## src/rtl/dcache_pkg.sv

```systemverilog
// Shared definitions for the Dcache miss path: line geometry and miss FSM encoding.
package dcache_pkg;

    localparam int LINE_BYTES  = 16;
    localparam int LINE_BITS   = LINE_BYTES * 8;
    localparam int OFFSET_BITS = $clog2(LINE_BYTES);

    // Clears the byte-offset bits so an address points at the start of its line
    localparam logic [31:0] LINE_MASK = ~32'((1 << OFFSET_BITS) - 1);

    localparam logic [2:0] ST_IDLE    = 3'd0;
    localparam logic [2:0] ST_WB_REQ  = 3'd1;
    localparam logic [2:0] ST_WB_WAIT = 3'd2;
    localparam logic [2:0] ST_RD_REQ  = 3'd3;
    localparam logic [2:0] ST_RD_WAIT = 3'd4;
    localparam logic [2:0] ST_RESP    = 3'd5;

    typedef enum logic [2:0] {
        S_IDLE    = ST_IDLE,
        S_WB_REQ  = ST_WB_REQ,
        S_WB_WAIT = ST_WB_WAIT,
        S_RD_REQ  = ST_RD_REQ,
        S_RD_WAIT = ST_RD_WAIT,
        S_RESP    = ST_RESP
    } state_e;

    function automatic logic [31:0] line_align(input logic [31:0] addr);
        return addr & LINE_MASK;
    endfunction

endpackage

```

## src/rtl/mem_req_timer.sv

```systemverilog
// Saturating wait-cycle counter for memory request watchdogs; hit_o flags the
// final permitted wait cycle (count == LIMIT-1) so the caller can abort on it.
module mem_req_timer #(
    parameter int W     = 8,
    parameter int LIMIT = 16
) (
    input  logic         clk,
    input  logic         rst_n,
    input  logic         clr_i,
    input  logic         load_i,
    input  logic [W-1:0] load_val_i,
    input  logic         inc_i,
    output logic         hit_o
);

    localparam logic [W-1:0] LAST = W'(LIMIT - 1);

    logic [W-1:0] cnt_q;

    // Clear has priority over load; increment stops at all-ones
    always_ff @(posedge clk or negedge rst_n) begin
        if (!rst_n) begin
            cnt_q <= '0;
        end else if (clr_i) begin
            cnt_q <= '0;
        end else if (load_i) begin
            cnt_q <= load_val_i;
        end else if (inc_i && (cnt_q != '1)) begin
            cnt_q <= cnt_q + 1'b1;
        end
    end

    assign hit_o = (cnt_q >= LAST);

endmodule

```

## src/rtl/dcache_mem_ctrl.sv

```systemverilog
// Dcache miss controller: optional dirty-victim writeback, line refill, watchdog abort.
module dcache_mem_ctrl
    import dcache_pkg::*;
#(
    parameter int TIMEOUT = 16
) (
    input  logic                 clk,
    input  logic                 rst_n,
    input  logic                 miss_req_i,
    input  logic [31:0]          miss_addr_i,
    input  logic                 victim_dirty_i,
    input  logic [31:0]          victim_addr_i,
    input  logic [LINE_BITS-1:0] victim_data_i,
    output logic                 busy_o,
    output logic                 refill_valid_o,
    output logic [LINE_BITS-1:0] refill_data_o,
    output logic                 err_o,
    output logic                 Dcache_rd_req_o,
    output logic [31:0]          Dcache_rd_addr_o,
    output logic                 Dcache_wb_req_o,
    output logic [31:0]          Dcache_wb_addr_o,
    output logic [LINE_BITS-1:0] Dcache_wb_data_o,
    input  logic [LINE_BITS-1:0] ram_data_i,
    input  logic                 ram_ready_i
);

    state_e               state_q;
    logic [31:0]          rd_addr_q;
    logic [31:0]          wb_addr_q;
    logic [LINE_BITS-1:0] wb_data_q;
    logic [LINE_BITS-1:0] refill_q;
    logic                 busy_q;
    logic                 rd_req_q;
    logic                 wb_req_q;
    logic                 valid_q;
    logic                 err_q;

    logic tmr_clr;
    logic tmr_inc;
    logic tmr_hit;

    // Counter restarts in each request cycle and counts every un-acknowledged wait cycle
    assign tmr_clr = (state_q == S_WB_REQ) || (state_q == S_RD_REQ);
    assign tmr_inc = ((state_q == S_WB_WAIT) || (state_q == S_RD_WAIT)) && !ram_ready_i;

    mem_req_timer #(
        .W     (8),
        .LIMIT (TIMEOUT)
    ) u_timer (
        .clk        (clk),
        .rst_n      (rst_n),
        .clr_i      (tmr_clr),
        .load_i     (1'b0),
        .load_val_i (8'd0),
        .inc_i      (tmr_inc),
        .hit_o      (tmr_hit)
    );

    // Miss FSM; every output is registered and set on entry to the state that owns it
    always_ff @(posedge clk or negedge rst_n) begin
        if (!rst_n) begin
            state_q   <= S_IDLE;
            rd_addr_q <= '0;
            wb_addr_q <= '0;
            wb_data_q <= '0;
            refill_q  <= '0;
            busy_q    <= 1'b0;
            rd_req_q  <= 1'b0;
            wb_req_q  <= 1'b0;
            valid_q   <= 1'b0;
            err_q     <= 1'b0;
        end else begin
            rd_req_q <= 1'b0;
            wb_req_q <= 1'b0;
            valid_q  <= 1'b0;
            err_q    <= 1'b0;
            case (state_q)
                S_IDLE: begin
                    if (miss_req_i) begin
                        rd_addr_q <= line_align(miss_addr_i);
                        wb_addr_q <= line_align(victim_addr_i);
                        wb_data_q <= victim_data_i;
                        busy_q    <= 1'b1;
                        if (victim_dirty_i) begin
                            state_q  <= S_WB_REQ;
                            wb_req_q <= 1'b1;
                        end else begin
                            state_q  <= S_RD_REQ;
                            rd_req_q <= 1'b1;
                        end
                    end
                end
                S_WB_REQ: state_q <= S_WB_WAIT;
                S_WB_WAIT: begin
                    if (ram_ready_i) begin
                        state_q  <= S_RD_REQ;
                        rd_req_q <= 1'b1;
                    end else if (tmr_hit) begin
                        state_q  <= S_RESP;
                        valid_q  <= 1'b1;
                        err_q    <= 1'b1;
                        refill_q <= '0;
                    end
                end
                S_RD_REQ: state_q <= S_RD_WAIT;
                S_RD_WAIT: begin
                    if (ram_ready_i) begin
                        state_q  <= S_RESP;
                        valid_q  <= 1'b1;
                        refill_q <= ram_data_i;
                    end else if (tmr_hit) begin
                        state_q  <= S_RESP;
                        valid_q  <= 1'b1;
                        err_q    <= 1'b1;
                        refill_q <= '0;
                    end
                end
                S_RESP: begin
                    state_q <= S_IDLE;
                    busy_q  <= 1'b0;
                end
                default: begin
                    state_q <= S_IDLE;
                    busy_q  <= 1'b0;
                end
            endcase
        end
    end

    assign busy_o           = busy_q;
    assign refill_valid_o   = valid_q;
    assign refill_data_o    = refill_q;
    assign err_o            = err_q;
    assign Dcache_rd_req_o  = rd_req_q;
    assign Dcache_rd_addr_o = rd_addr_q;
    assign Dcache_wb_req_o  = wb_req_q;
    assign Dcache_wb_addr_o = wb_addr_q;
    assign Dcache_wb_data_o = wb_data_q;

endmodule

```

## config.mk

```make
export PLATFORM = sky130hd
export DESIGN_NAME = dcache_mem_ctrl
export DESIGN_NICKNAME = d
export VERILOG_FILES = /design/src/rtl/dcache_pkg.sv /design/src/rtl/mem_req_timer.sv /design/src/rtl/dcache_mem_ctrl.sv
export SDC_FILE = /design/constraint.sdc
export NUM_CORES = 1
export LEC_CHECK = 0
export CAP_MARGIN = 20
export CORE_AREA = 2 2 253 255
export CTS_CLUSTER_DIAMETER = 200
export DETAILED_ROUTE_END_ITERATION = 6
export DIE_AREA = 0 0 255 257
export GPL_ROUTABILITY_DRIVEN = 0
export GPL_TIMING_DRIVEN = 0
export SLEW_MARGIN = 40
export SYNTH_ARGS = -nofsm -noshare
export SYNTH_HDL_FRONTEND = slang
export SYNTH_SLANG_ARGS = --single-unit
```

## constraint.sdc

```tcl
create_clock -name clk -period 2.3 [get_ports clk]
set_input_delay 0.23 -clock clk [delete_from_list [all_inputs] [get_ports clk]]
set_output_delay 0.23 -clock clk [all_outputs]
set_load 0.05 [all_outputs]
```

==> flow_results.xml <==
<?xml version="1.0" encoding="UTF-8"?>
<metrics>
  <group name="global_route">
    <metric name="antenna_found_initial" unit="">1</metric>
    <metric name="maximum_number_of_pins_on_one_net_before_global_route_repair" unit="">73</metric>
    <metric name="wire_length_of_the_first_global_routing_pass" unit="um">60400</metric>
    <metric name="grt.overflow.total" unit="">0</metric>
    <metric name="vias_in_the_first_global_route" unit="">9851</metric>
    <metric name="combined_global_route_utilization_of_all_metal_layers" unit="">0.120</metric>
  </group>
  <group name="yosys">
    <metric name="synthArstFlopShare" unit="">1.00</metric>
    <metric name="share_of_synthesized_area_spent_on_multiplexers" unit="">0.168</metric>
    <metric name="seq_area_frac_synth" unit="">0.665</metric>
    <metric name="yosys_register_bits" unit="">328</metric>
    <metric name="yosysWarnings" unit="">0</metric>
    <metric name="synthMostInstantiatedCell" unit="">sky130_fd_sc_hd__dfrtp_1</metric>
    <metric name="yosys.area_share.adder" unit="">0.00101</metric>
    <metric name="synth.lib_cells_used.distinct" unit="">40</metric>
    <metric name="postSynthAreaPerCell" unit="um2">16.1</metric>
    <metric name="netlist_top_cells_count" unit="">sky130_fd_sc_hd__dfrtp_1 (328), sky130_fd_sc_hd__mux2_2 (184), sky130_fd_sc_hd__a22o_1 (129)</metric>
    <metric name="main_combinational_cell_family_by_area_after_synthesis" unit="">multiplexers</metric>
    <metric name="post_synth_instance_area" unit="um2">12300</metric>
    <metric name="synth_enable_flop_cells" unit="">0</metric>
    <metric name="synth_top_area_frac" unit="">0.665</metric>
    <metric name="netlist_top_cells_area" unit="">sky130_fd_sc_hd__dfrtp_1 (67%), sky130_fd_sc_hd__mux2_2 (17%), sky130_fd_sc_hd__a22o_1 (9.2%)</metric>
    <metric name="netlist_instances" unit="">768</metric>
    <metric name="post-synth-top-area-cell" unit="">sky130_fd_sc_hd__dfrtp_1</metric>
    <metric name="synth_xor_area_frac" unit="">0.00132</metric>
    <metric name="ys_dominant_reg_cell" unit="">sky130_fd_sc_hd__dfrtp_1</metric>
    <metric name="compound_gate_fraction_of_synth_area" unit="">0.107</metric>
    <metric name="synthSimpleGateAreaFrac" unit="">0.0166</metric>
  </group>
  <group name="critical_path">
    <metric name="critPathTopFamily" unit="">buffers and inverters</metric>
    <metric name="critical_path_class" unit="">reg -&gt; reg</metric>
    <metric name="critPathCaptureType" unit="">flip-flop</metric>
    <metric name="crit_path_cell_trace" unit="">clkbuf_1, nor4b_4, buf_4, clkbuf_8, buf_2, mux2_2</metric>
    <metric name="cp_slowest_stage_delay" unit="ns">0.38</metric>
    <metric name="cp.required" unit="ns">2.72</metric>
    <metric name="setup.worst_path.start_class" unit="">flip-flop</metric>
    <metric name="worst-path-max-fanout" unit="">10</metric>
    <metric name="cp_num_buf_inv" unit="">4</metric>
    <metric name="ff2ff_path_depth" unit="">6</metric>
    <metric name="crit-reg2reg-launch" unit="">state_q[0]</metric>
    <metric name="ff2ff_setup_slack" unit="ns">0.19</metric>
    <metric name="crit-reg2reg-capture" unit="">Dcache_rd_addr_o[8]</metric>
    <metric name="arrival_time_of_the_worst_setup_path" unit="ns">2.53</metric>
    <metric name="cp_num_cells" unit="">6</metric>
    <metric name="crit_path_top_delay_cell" unit="">sky130_fd_sc_hd__mux2_2</metric>
  </group>
  <group name="power_and_ir_drop">
    <metric name="p_int" unit="W">0.0204</metric>
    <metric name="netSwitchingPower" unit="W">0.0177</metric>
    <metric name="sw_frac_of_total" unit="">0.464</metric>
    <metric name="max-vdd-ir-drop" unit="mV">0.873</metric>
    <metric name="power.sequential.fraction" unit="">0.270</metric>
    <metric name="leakagePower" unit="nW">8.81</metric>
    <metric name="share_clk_of_total_power" unit="">0.159</metric>
    <metric name="share_comb_of_total_power" unit="">0.571</metric>
    <metric name="power_per_cell_area" unit="nW/um2">1800</metric>
  </group>
  <group name="sta">
    <metric name="unrepaired_setup_endpoints_after_global_routing" unit="">false</metric>
    <metric name="timing.slew.headroom" unit="">0.598</metric>
    <metric name="fin_worst_skew" unit="ns">0.0183</metric>
    <metric name="setup_violations" unit="">0</metric>
    <metric name="post-route-period-util" unit="">0.919</metric>
    <metric name="finalHoldWorstSlack" unit="ns">0.261</metric>
    <metric name="max_clock_freq" unit="GHz">0.473</metric>
    <metric name="finalCriticalPeriod" unit="ns">2.11</metric>
    <metric name="final_hold_viol_count" unit="">0</metric>
    <metric name="post-route-worst-setup-slack" unit="ns">0.187</metric>
    <metric name="slew_viol_final" unit="">0</metric>
    <metric name="max_slew.worst_pin.slew" unit="ns">0.601</metric>
  </group>
  <group name="drt">
    <metric name="vias_per_cell" unit="">3.96</metric>
    <metric name="route.final.wire_length" unit="um">41200</metric>
    <metric name="route.detailed.wl_per_inst" unit="um">17.7</metric>
    <metric name="antenna_left" unit="">0</metric>
    <metric name="drt_pass1_iterations" unit="">4</metric>
    <metric name="vias" unit="">9201</metric>
    <metric name="first_iter_violations" unit="">304</metric>
    <metric name="detail_route.drc_violations" unit="">0</metric>
  </group>
  <group name="clocking">
    <metric name="clockBufferDepth" unit="">3</metric>
    <metric name="worst_skew_pair.late_latency" unit="ns">0.53</metric>
    <metric name="clock_tree_from_tritoncts" unit="">done</metric>
    <metric name="cts_num_sinks" unit="">328</metric>
    <metric name="clock_tree.root_cell" unit="">sky130_fd_sc_hd__clkbuf_16</metric>
    <metric name="htreeDepth" unit="">2</metric>
    <metric name="cts-buffers-inserted" unit="">37</metric>
    <metric name="clk_transition_reported_paths" unit="ns">0.06</metric>
  </group>
  <group name="layout">
    <metric name="layout.cells.non_filler" unit="">2323</metric>
    <metric name="fraction_of_final_layout_cells_sized_beyond_drive_strength_1" unit="">0.203</metric>
    <metric name="number_of_nets_in_the_layout" unit="">1780</metric>
    <metric name="diodes" unit="">0</metric>
    <metric name="flow.area_growth_from_synthesis" unit="%">71.6</metric>
  </group>
  <group name="min_path">
    <metric name="worstHoldPathType" unit="">in -&gt; async</metric>
  </group>
  <group name="floorplan">
    <metric name="die-height" unit="um">257</metric>
    <metric name="rows" unit="">92</metric>
    <metric name="overall_die_area" unit="um2">65500</metric>
    <metric name="core_area" unit="um2">62700</metric>
    <metric name="floorplan.io_pins" unit="">650</metric>
    <metric name="start_util" unit="">0.197</metric>
    <metric name="die-width" unit="um">255</metric>
  </group>
  <group name="place">
    <metric name="post-place-ws" unit="ns">-0.635</metric>
    <metric name="placedCellCount" unit="">2258</metric>
    <metric name="io_buffer_count" unit="">633</metric>
    <metric name="dp.final_hpwl" unit="um">32300</metric>
  </group>
  <group name="flow_run">
    <metric name="max-cap-violations" unit="">0</metric>
  </group>
  <group name="run_status">
    <metric name="run_status" unit="">complete, no violations</metric>
  </group>
</metrics>
[logic make-up after synthesis]
group | after synthesis
AO/OA/AOI/OAI | 154
XOR/XNOR | 1
adder cells (fa/ha/maj) | 1
buffers and inverters | 64
flip-flops | 328
multiplexers | 184
other | 1
AND/OR/NAND/NOR | 35
[stage by stage]
stage               power (W)   util  area, um2  setup TNS, ns
floorplan              0.0242      -      12400              0
global placement       0.0321  0.315      19800       -4488.51
detailed placement     0.0323  0.317      19900        -112.25
CTS                    0.0386  0.337      21200              0
global route           0.0398  0.337      21200              0
finish                 0.0381  0.337      21200              0
[power groups by stage]
stage | logic [W] | clock network [W] | registers, W
floorplan | 0.00405 | 0 | 0.0202
global placement | 0.0218 | 0 | 0.0103
detailed placement | 0.0220 | 0 | 0.0103
CTS | 0.0220 | 0.00628 | 0.0103
global route | 0.0226 | 0.00650 | 0.0107
finish | 0.0218 | 0.00605 | 0.0103
[state kept, by name, summed over array words and instances (netlist names)]
register	cells
refill_valid_o	1
Dcache_rd_req_o	1
err_o	1
u_timer.cnt_q	8
Dcache_wb_data_o	128
refill_data_o	128
Dcache_rd_addr_o	28
busy_o	1
state_q	3
Dcache_wb_req_o	1
Dcache_wb_addr_o	28
[final cells by class]
cell class              instances  area, um2
multi-input cells             383       3670
repair buffers                640       6480
clock inverters                11        166
plain buffers                  60        498
clock buffers                  51       1070
inverters                       4       15.0
fillers                      6118      41600
well taps                     846       1060
flip-flops and latches        328       8210
[per-layer routing]
metal / track usage / vias up / part of all wire
met5: 0 / - / 0
met4: 0.0430 / 0 / 0.030
met3: 0.0408 / 62 / 0.091
met2: 0.222 / 439 / 0.52
met1: 0.125 / 4511 / 0.36
li1: - / 4189 / -
[how the worst max path moves through the flow]
stage,endpoint,startpoint,slack [ns]
finish,Dcache_rd_addr_o[8],state_q[0],0.19
global route,refill_data_o[53],state_q[0],0.01
CTS,refill_data_o[31],state_q[0],0.03
detailed placement,Dcache_wb_data_o[118],miss_req_i,-0.64
global placement,refill_data_o[29],rst_n,-13.36
floorplan,refill_data_o[100],u_timer.cnt_q[0],0.45
[cells in the final DEF (no fill, tap or decap), types with 4 or more instances in the layout]
cell type                         instances
sky130_fd_sc_hd__clkdlybuf4s50_1        632
sky130_fd_sc_hd__dfrtp_1                328
sky130_fd_sc_hd__mux2_2                 184
sky130_fd_sc_hd__a22o_1                 129
sky130_fd_sc_hd__clkbuf_16               39
sky130_fd_sc_hd__buf_2                   20
sky130_fd_sc_hd__clkbuf_1                17
sky130_fd_sc_hd__buf_4                   12
sky130_fd_sc_hd__buf_12                  11
sky130_fd_sc_hd__a21oi_1                  9
sky130_fd_sc_hd__conb_1                   8
sky130_fd_sc_hd__nor2_1                   6
sky130_fd_sc_hd__nand2_1                  6
sky130_fd_sc_hd__clkbuf_8                 6
sky130_fd_sc_hd__clkbuf_2                 5
sky130_fd_sc_hd__inv_1                    4
sky130_fd_sc_hd__clkinv_2                 4
sky130_fd_sc_hd__bufinv_16                4
sky130_fd_sc_hd__buf_16                   4
[repair_timing]
item / 4_1_cts / 5_1_grt
buffers inserted: 2 / 0
setup endpoints to repair: 247 / 24
hold buffers: 1 / 0
endpoints found under the hold margin: 59 / 0
gates resized for setup: 6 / 6
(Power assumes the default switching activity.)
